<file path="src/rtl/ws2812_pkg.sv">
// Shared WS2812 definitions: GRB pixel layout, line timing in 50 MHz cycles and receiver states.
package ws2812_pkg;

  localparam int T0H_CYC          = 20;
  localparam int T1H_CYC          = 40;
  localparam int TBIT_CYC         = 62;
  localparam int TRESET_CYC       = 2500;
  localparam int T_BIT_THRESH_DEF = 30;
  localparam int T_MIN_HIGH_DEF   = 5;
  localparam int T_MAX_HIGH_DEF   = 60;
  localparam int MAX_PIXELS_DEF   = 256;

  typedef struct packed {
    logic [7:0] g;
    logic [7:0] r;
    logic [7:0] b;
  } rgb_t;

  typedef enum logic [1:0] {SYNC_WAIT, LOW, HIGH} rx_state_t;

endpackage

</file>
<file path="src/rtl/ws2812_rx_sync.sv">
// Two-flop synchronizer for the asynchronous serial line plus rise/fall detection on the synchronized level.
module ws2812_rx_sync (
  input  logic clk,
  input  logic reset,
  input  logic din,
  output logic din_s,
  output logic rise,
  output logic fall
);

  logic sync_p0;
  logic din_s_p1;

  always_ff @(posedge clk) begin
    if (reset) begin
      sync_p0  <= 1'b0;
      din_s    <= 1'b0;
      din_s_p1 <= 1'b0;
    end else begin
      sync_p0  <= din;
      din_s    <= sync_p0;
      din_s_p1 <= din_s;
    end
  end

  assign rise = din_s & ~din_s_p1;
  assign fall = ~din_s & din_s_p1;

endmodule

</file>
<file path="src/rtl/ws2812_rx.sv">
// WS2812 NRZ receiver: classifies high-pulse widths into bits, assembles GRB pixels,
// keeps pixel 0 of each frame and forwards the rest of the stream on dout.
module ws2812_rx
  import ws2812_pkg::*;
#(
  parameter int T_BIT_THRESH_CYC = T_BIT_THRESH_DEF,
  parameter int T_MIN_HIGH_CYC   = T_MIN_HIGH_DEF,
  parameter int T_MAX_HIGH_CYC   = T_MAX_HIGH_DEF,
  parameter int T_RESET_CYC      = TRESET_CYC,
  parameter int MAX_PIXELS       = MAX_PIXELS_DEF
) (
  input  logic                          clk,
  input  logic                          reset,
  input  logic                          din,
  output logic                          dout,
  output logic [23:0]                   pixel_data,
  output logic                          pixel_valid,
  output logic [$clog2(MAX_PIXELS)-1:0] pixel_index,
  output logic [23:0]                   own_color,
  output logic                          frame_done,
  output logic                          bit_error
);

  localparam int CNT_W = $clog2(T_RESET_CYC + 1);
  localparam int IDX_W = $clog2(MAX_PIXELS);
  localparam logic [CNT_W-1:0] CNT_RESET  = CNT_W'(T_RESET_CYC);
  localparam logic [CNT_W-1:0] CNT_THRESH = CNT_W'(T_BIT_THRESH_CYC);
  localparam logic [CNT_W-1:0] CNT_MIN    = CNT_W'(T_MIN_HIGH_CYC);
  localparam logic [CNT_W-1:0] CNT_MAX    = CNT_W'(T_MAX_HIGH_CYC);
  localparam logic [IDX_W-1:0] IDX_LAST   = IDX_W'(MAX_PIXELS - 1);

  logic din_s, rise, fall;

  ws2812_rx_sync u_sync (
    .clk   (clk),
    .reset (reset),
    .din   (din),
    .din_s (din_s),
    .rise  (rise),
    .fall  (fall)
  );

  rx_state_t        state;
  logic [CNT_W-1:0] cnt;
  logic [4:0]       bit_cnt;
  logic [IDX_W-1:0] pix_cnt;
  logic [23:0]      shift_p0;
  logic             fwd_arm, fwd_en, any_bit;
  logic             shift_en, bit_val;

  always_comb begin
    shift_en = (state == HIGH) && fall && (cnt >= CNT_MIN);
    bit_val  = (cnt > CNT_THRESH);
  end

  // Bit stage: MSB-first shift, no reset needed since bit_cnt gates its use
  always_ff @(posedge clk) begin
    if (shift_en) shift_p0 <= {shift_p0[22:0], bit_val};
  end

  always_ff @(posedge clk) begin
    if (reset) begin
      state       <= SYNC_WAIT;
      cnt         <= '0;
      bit_cnt     <= '0;
      pix_cnt     <= '0;
      fwd_arm     <= 1'b0;
      fwd_en      <= 1'b0;
      any_bit     <= 1'b0;
      dout        <= 1'b0;
      pixel_data  <= '0;
      pixel_valid <= 1'b0;
      pixel_index <= '0;
      own_color   <= '0;
      frame_done  <= 1'b0;
      bit_error   <= 1'b0;
    end else begin
      pixel_valid <= 1'b0;
      frame_done  <= 1'b0;
      bit_error   <= 1'b0;
      dout        <= din_s & fwd_en;

      // Only open the forward path while the line is low so the first pulse passes whole
      if (fwd_arm && !din_s) begin
        fwd_en  <= 1'b1;
        fwd_arm <= 1'b0;
      end

      // Pixel stage: runs the cycle after the 24th shift
      if (bit_cnt == 5'd24) begin
        pixel_data  <= shift_p0;
        pixel_valid <= 1'b1;
        pixel_index <= pix_cnt;
        bit_cnt     <= '0;
        if (pix_cnt != IDX_LAST) pix_cnt <= pix_cnt + 1'b1;
        if (pix_cnt == '0) begin
          own_color <= shift_p0;
          fwd_arm   <= 1'b1;
        end
      end

      unique case (state)
        SYNC_WAIT: begin
          if (din_s) begin
            cnt <= '0;
          end else if (cnt == CNT_RESET - 1'b1) begin
            cnt     <= CNT_RESET;
            state   <= LOW;
            pix_cnt <= '0;
            any_bit <= 1'b0;
          end else begin
            cnt <= cnt + 1'b1;
          end
        end
        LOW: begin
          if (rise) begin
            cnt   <= '0;
            state <= HIGH;
          end else if (cnt == CNT_RESET - 1'b1) begin
            cnt        <= CNT_RESET;
            bit_error  <= (bit_cnt != '0);
            frame_done <= any_bit;
            any_bit    <= 1'b0;
            pix_cnt    <= '0;
            bit_cnt    <= '0;
            fwd_en     <= 1'b0;
            fwd_arm    <= 1'b0;
          end else if (cnt != CNT_RESET) begin
            cnt <= cnt + 1'b1;
          end
        end
        HIGH: begin
          if (fall) begin
            cnt   <= '0;
            state <= LOW;
            if (cnt < CNT_MIN) begin
              bit_error <= 1'b1;
            end else begin
              bit_cnt <= bit_cnt + 1'b1;
              any_bit <= 1'b1;
            end
          end else if (cnt == CNT_MAX - 1'b1) begin
            bit_error <= 1'b1;
            bit_cnt   <= '0;
            fwd_en    <= 1'b0;
            fwd_arm   <= 1'b0;
            cnt       <= '0;
            state     <= SYNC_WAIT;
          end else begin
            cnt <= cnt + 1'b1;
          end
        end
        default: state <= SYNC_WAIT;
      endcase
    end
  end

endmodule

</file>
<file path="config.mk">
export PLATFORM = sky130hd
export DESIGN_NAME = ws2812_rx
export DESIGN_NICKNAME = d
export VERILOG_FILES = /design/src/rtl/ws2812_pkg.sv /design/src/rtl/ws2812_rx_sync.sv /design/src/rtl/ws2812_rx.sv
export SDC_FILE = /design/constraint.sdc
export NUM_CORES = 1
export LEC_CHECK = 0
export BUFFER_PORTS_ARGS = -buffer_cell sky130_fd_sc_hd__buf_2
export CORE_MARGIN = 2
export CORE_UTILIZATION = 55
export CTS_CLUSTER_DIAMETER = 120
export DETAILED_ROUTE_END_ITERATION = 12
export PLACE_DENSITY = 0.82
export SYNTH_ARGS = -nofsm -noshare
export SYNTH_HDL_FRONTEND = slang
export SYNTH_SLANG_ARGS = --single-unit
</file>
<file path="constraint.sdc">
create_clock -name clk -period 7.58 [get_ports clk]
set_input_delay 0.758 -clock clk [delete_from_list [all_inputs] [get_ports clk]]
set_output_delay 0.758 -clock clk [all_outputs]
set_load 0.05 [all_outputs]
</file>
Word level (Yosys, flattened, before mapping). Cells that the tools add are included. Widths: inputs -> output; s select.

Equality and inequality tests: 15. Bitwise gates (word level): 7. Add/subtract/negate cells: 3. Mux-type cells: 54. Order comparisons: 3. Reduce and logical (&&, ||, !) cells: 13.

Operator list (number): $mux 12 (7); $mux 8 (5); $pmux 12 s3 (1); $mux 5 (6); $mux 1 (23); $pmux 8 s2 (1); $add 12x1->12 const B (1); $eq 12x12->1 const B (1); $eq 12x6->1 const B (1); $ge 12x3->1 const B (1); $gt 12x5->1 const B (1); $lt 12x3->1 const B (1); $ne 12x12->1 const B (1); $ne 2x2->1 const B (6); $mux 2 (5); $pmux 5 s2 (1); $add 8x1->8 const B (1); $logic_not 8->1 (1); $ne 8x8->1 const B (1); $pmux 1 s2 (3); $pmux 2 s3 (1); $add 5x1->5 const B (1); $eq 5x5->1 const B (1); $reduce_and 5->1 (1); other kinds (15) (23).

Logic and storage cells: 113. Flip-flop bits (word level): 117. Bits of input ports: 3. Output and inout port bits: 60.

Depth between registers and ports, before layout.
Depth after elaboration: 8. Depth in mapped cells: 9. Depth with buffers taken out: 7.

Cells and area by module. Synthesis repeated with hierarchy kept, for this count alone.

Cell total of the unflattened synthesis: 527. Area, all modules: 4901.0 µm².

Modules (own cells, without submodules): ws2812_rx (area an instance 4809.6 µm², times used 1, cells an instance 519, sequential area each 2522.4 µm²); ws2812_rx_sync (area an instance 91.3 µm², times used 1, cells an instance 8, sequential area each 60.1 µm²).

Worst setup path after synthesis. No wires, ideal clock.

Path type: flip-flop to flip-flop. Start: register cnt[0]. End: register shift_p0[0], enable pin. Path slack: 4934 ps. Required time: 7167 ps. Period minus slack after synthesis: 2646 ps. Setup time: 413 ps. Cell stages (with the launch flop): 5. Data arrival time: 2233 ps. Buffers on the path: 0. Path through: dfxtp_1 inv_1 ha_1 o2111a_1 a21oi_1.

Word-level cells in the longest chain between the ends: 2.

Ends and longest elaborated chain: from (decl) (RTL line ws2812_rx.sv:44) `logic [CNT_W-1:0] cnt;`; from (signal assigned) (RTL line ws2812_rx.sv:112) `cnt <= cnt + 1'b1;`; from (signal assigned) (RTL line ws2812_rx.sv:129) `cnt <= cnt + 1'b1;`; from (signal assigned) (RTL line ws2812_rx.sv:150) `cnt <= cnt + 1'b1;`; $ge 12x3->1 (RTL line ws2812_rx.sv:52) `shift_en = (state == HIGH) && fall && (cnt >= CNT_MIN);`; $logic_and 1x1->1 (RTL line ws2812_rx.sv:52); net shift_en (RTL line ws2812_rx.sv:49) `logic shift_en, bit_val;`; to (signal assigned) (RTL line ws2812_rx.sv:58) `if (shift_en) shift_p0 <= {shift_p0[22:0], bit_val};`; to (decl) (RTL line ws2812_rx.sv:47) `logic [23:0] shift_p0;`.

The timed path passes the listed nets, and every way through them passes these cells. A chain may end at the register's enable or synchronous reset.

Worst setup path in the final report.
Start: register bit_cnt[0]. End: register own_color[4].

Word-level cells in the longest chain between the ends: 2.

Ends and longest elaborated chain: from (decl) (RTL line ws2812_rx.sv:45) `logic [4:0] bit_cnt;`; from (signal assigned) (RTL line ws2812_rx.sv:139) `bit_cnt <= bit_cnt + 1'b1;`; $eq 5x5->1 (RTL line ws2812_rx.sv:90) `if (bit_cnt == 5'd24) begin`; $reduce_and 2->1 (no source line); to (signal assigned) (RTL line ws2812_rx.sv:97) `own_color <= shift_p0;`; to (decl) (RTL line ws2812_rx.sv:19) `output logic [23:0] own_color,`.

No other way between the ends.

==> results.yml <==
pwr:
  p_per_area_nw_per_um2: 260.1
  p_int_uw: 1159
  power.net_switching_uw: 342.9
  irDropWorstVdd_mv: 0.1280
  leakage_uw: 0.002170
  power_uw: 1502
  p_clk_share_pct: 54.5
  combPwrFrac_pct: 2.9
  power_frac_seq_pct: 42.7
  switching_share_pct: 22.83
floorplanning:
  initial_utilization_pct: 55.97
  core_um2: 8593
  die_area_um2: 9509
  ios: 63
  die_w_um: 97.52
  die_y_um: 97.52
  num_rows: 34
placed_design:
  hpwl_mm: 7.071
  portBuffers: 62
  place.gp.congestion: 0.8811
yosys:
  ys_ff_latch: 117
  syn_nets: 552
  async_reset_ff_share_pct: 0
  ys_seq_area_share_pct: 53.69
  synth_edf_count: 24
  ys.flop_type: "dfxtp_1"
  synth_cell_types: 55
  synth_cells: 537
  avgSynthCellArea_um2: 8.956
  yosysWarnings: 0
  syn_area_um2: 4810
timing:
  tightest_slew_ns: 1.069
  fmax_ghz: 0.3861
  finalSetupViolCount: 0
  period_share_pct: 34.17
  setup-tns-final_ns: 0
  post-route-min-period_ns: 2.590
  rsz0062_at_grt: "false"
  slew_headroom_pct: 28.35
  slew_viol_final: 0
  finClkSkew_ns: 0.01063
  final_hold_viol_count: 0
setup_path:
  worstPathMaxFanout: 24
  cp-startpoint: "bit_cnt[0]$_SDFF_PP0_"
  arrival_ns: 2.94
  critPathLaunchType: "flip-flop"
  rr_startpoint: "bit_cnt[0]$_SDFF_PP0_"
  critPathKind: "flip-flop to flip-flop"
  worstPathRequired_ns: 7.93
  end_kind: "flip-flop"
finish:
  antenna_cells: 0
  drive_gt1_share_pct: 17.66
  multi_input_area_um2: 2056
  area_growth_pct: 20.06
  fill_cells: 667
  fin_nets: 608
  seqCellArea_um2: 2582
routing:
  dr_total_vias: 4139
  vias_per_cell: 5.797
  drt_iter0_markers: 271
  ant_nets: 0
  wirelength_mm: 11.21
  post_drt_wl_per_cell_um: 15.69
  drc: 0
  drtPass1Iterations: 7
grt:
  antenna_found_initial: 0
  grt_pass1_wl_mm: 18.44
  grt_max_degree: 80
  grt_remaining_overflow: 0
  grt_pass1_vias: 3938
  grtUsageTotal_pct: 24.04
clocking:
  ctsHtreeMaxLevel: 4
  cts_resized: 0
  clockBufferDepth: 2
  clock_sinks: 117
  cts_buffers: 17
  post_cts_buffers: 0
  clock_tree.root_cell: "clkbuf_8"
  clock_latency_ns: 0.51
  cts_tree: "done"
  ctsHoldBuffers: 0
  path_clk_slew_ns: 0.06
outcome:
  status: "finished, final reports clean"
worst_hold_path:
  holdCritPathClass: "flip-flop to flip-flop"
  hold_path_startpoint: "u_sync.sync_p0$_SDFF_PP0_"
run:
  cap_violations: 0
critical path: stages (launching register included):
cell	delay [ns]
dfxtp_1	0.35
inv_1	0.10
ha_1	0.18
nand4b_1	0.14
nor2_1	0.23
nand4b_1	0.87
nand2_1	0.42
a21oi_1	0.14
stage by stage:
stage / worst slack, ns / hold WS, ns / instance area, um^2 / std cells / utilization, %
final: 4.990 / 0.4422 / 5774 / 714 / 67.20
after global routing: 4.759 / 0.4591 / 5774 / 714 / 67.20
after CTS: 4.999 / 0.4492 / 5774 / 714 / 67.20
after detailed placement: 5.070 / 0.4456 / 5166 / 682 / 60.12
after global placement: 5.214 / 0.4364 / 5166 / 682 / 60.12
after floorplan: 4.934 / 0.4138 / 4810 / 537 / -
state kept, by name, indices dropped and copies added, names as in the netlist:
name             flops
u_sync.din_s         1
own_color           24
pixel_data          24
pixel_valid          1
shift_p0            24
u_sync.din_s_p1      1
pixel_index          8
bit_cnt              5
fwd_en               1
state                2
any_bit              1
fwd_arm              1
bit_error            1
frame_done           1
pix_cnt              8
cnt                 12
u_sync.sync_p0       1
dout                 1
power by group through the flow:
stage | Sequential (uW) | Clock (uW) | Combinational, uW
after detailed placement | 654 | 0 | 41.9
final | 641 | 818 | 43.2
after floorplan | 652 | 0 | 34.4
after CTS | 641 | 825 | 42.4
after global routing | 641 | 856 | 47.7
after global placement | 654 | 0 | 40.8
worst paths after layout:
| check | end | slack, ns | cells past startpoint |
|---|---|---|---|
| max | own_color[4]$_SDFFE_PP0P_ | 4.99 | 7 |
| min | u_sync.din_s$_SDFF_PP0_ | 0.44 | 1 |
| max reg2reg | own_color[4]$_SDFFE_PP0P_ | 4.99 | 7 |
| min reg2reg | u_sync.din_s$_SDFF_PP0_ | 0.44 | 1 |
synth_stat cells (3+ instances only):
master    number  share of area (%)
a211oi_1       3               0.47
a21oi_1       72                7.5
a31oi_1        9                1.2
a41oi_1        3               0.55
and2_1         3               0.39
and3_1         6               0.78
buf_2          6               0.62
clkbuf_1      20                1.6
dfxtp_1       93                 39
edfxtp_1      24                 15
ha_1          12                3.1
inv_1         14                1.1
nand2_1      134                 10
nand3_1       25                2.6
nand4_1        8                1.0
nor2_1        30                2.3
nor2b_1        5               0.65
nor3_1         6               0.62
o21ai_0        5               0.52
o21ai_1        4               0.42
o31ai_1        3               0.47
or3_1          3               0.39
xor2_1         5               0.91
cell usage in the layout, fill, tap and decap left out, types with 3 or more instances in the layout:
cell type,netlist,layout
inv_6,0,5
a21oi_1,72,71
ha_1,12,12
nand3_1,25,25
a211oi_1,3,3
clkbuf_16,0,16
or3_1,3,3
and3_1,6,6
and2_1,3,3
dfxtp_1,93,93
nor2_1,30,30
buf_4,1,4
inv_1,14,14
nor3_1,6,6
nand4_1,8,8
nor2b_1,5,5
a31oi_1,9,9
bufinv_16,0,3
xor2_1,5,5
a41oi_1,3,3
o31ai_1,3,3
buf_2,6,62
o21ai_0,5,5
edfxtp_1,24,24
o21ai_1,4,4
nand2_1,134,134
cell type report:
type,instances,area share (%)
timing repair buffer,66,5.894
multi-input combinational,377,35.60
clock inverter,15,3.359
tap,108,2.340
sequential,117,44.72
clock buffer,17,7.172
inverter,14,0.9101
cell families after synthesis:
group,share of synthesized area [%]
buf+inv,3.746
simple gates,23.21
flops,53.69
xor+xnor,1.275
fa+ha+maj,3.122
compound gates,14.96
layer usage:
metal | track usage (%) | share of wire, % | vias up
met5 | 0 | 0 | -
met4 | 11.54 | 1.8 | 0
met3 | 6.259 | 5.5 | 21
met2 | 40.37 | 51 | 153
met1 | 28.70 | 42 | 1973
li1 | - | - | 1992
Note: power is estimated with default switching activity, not from simulation.
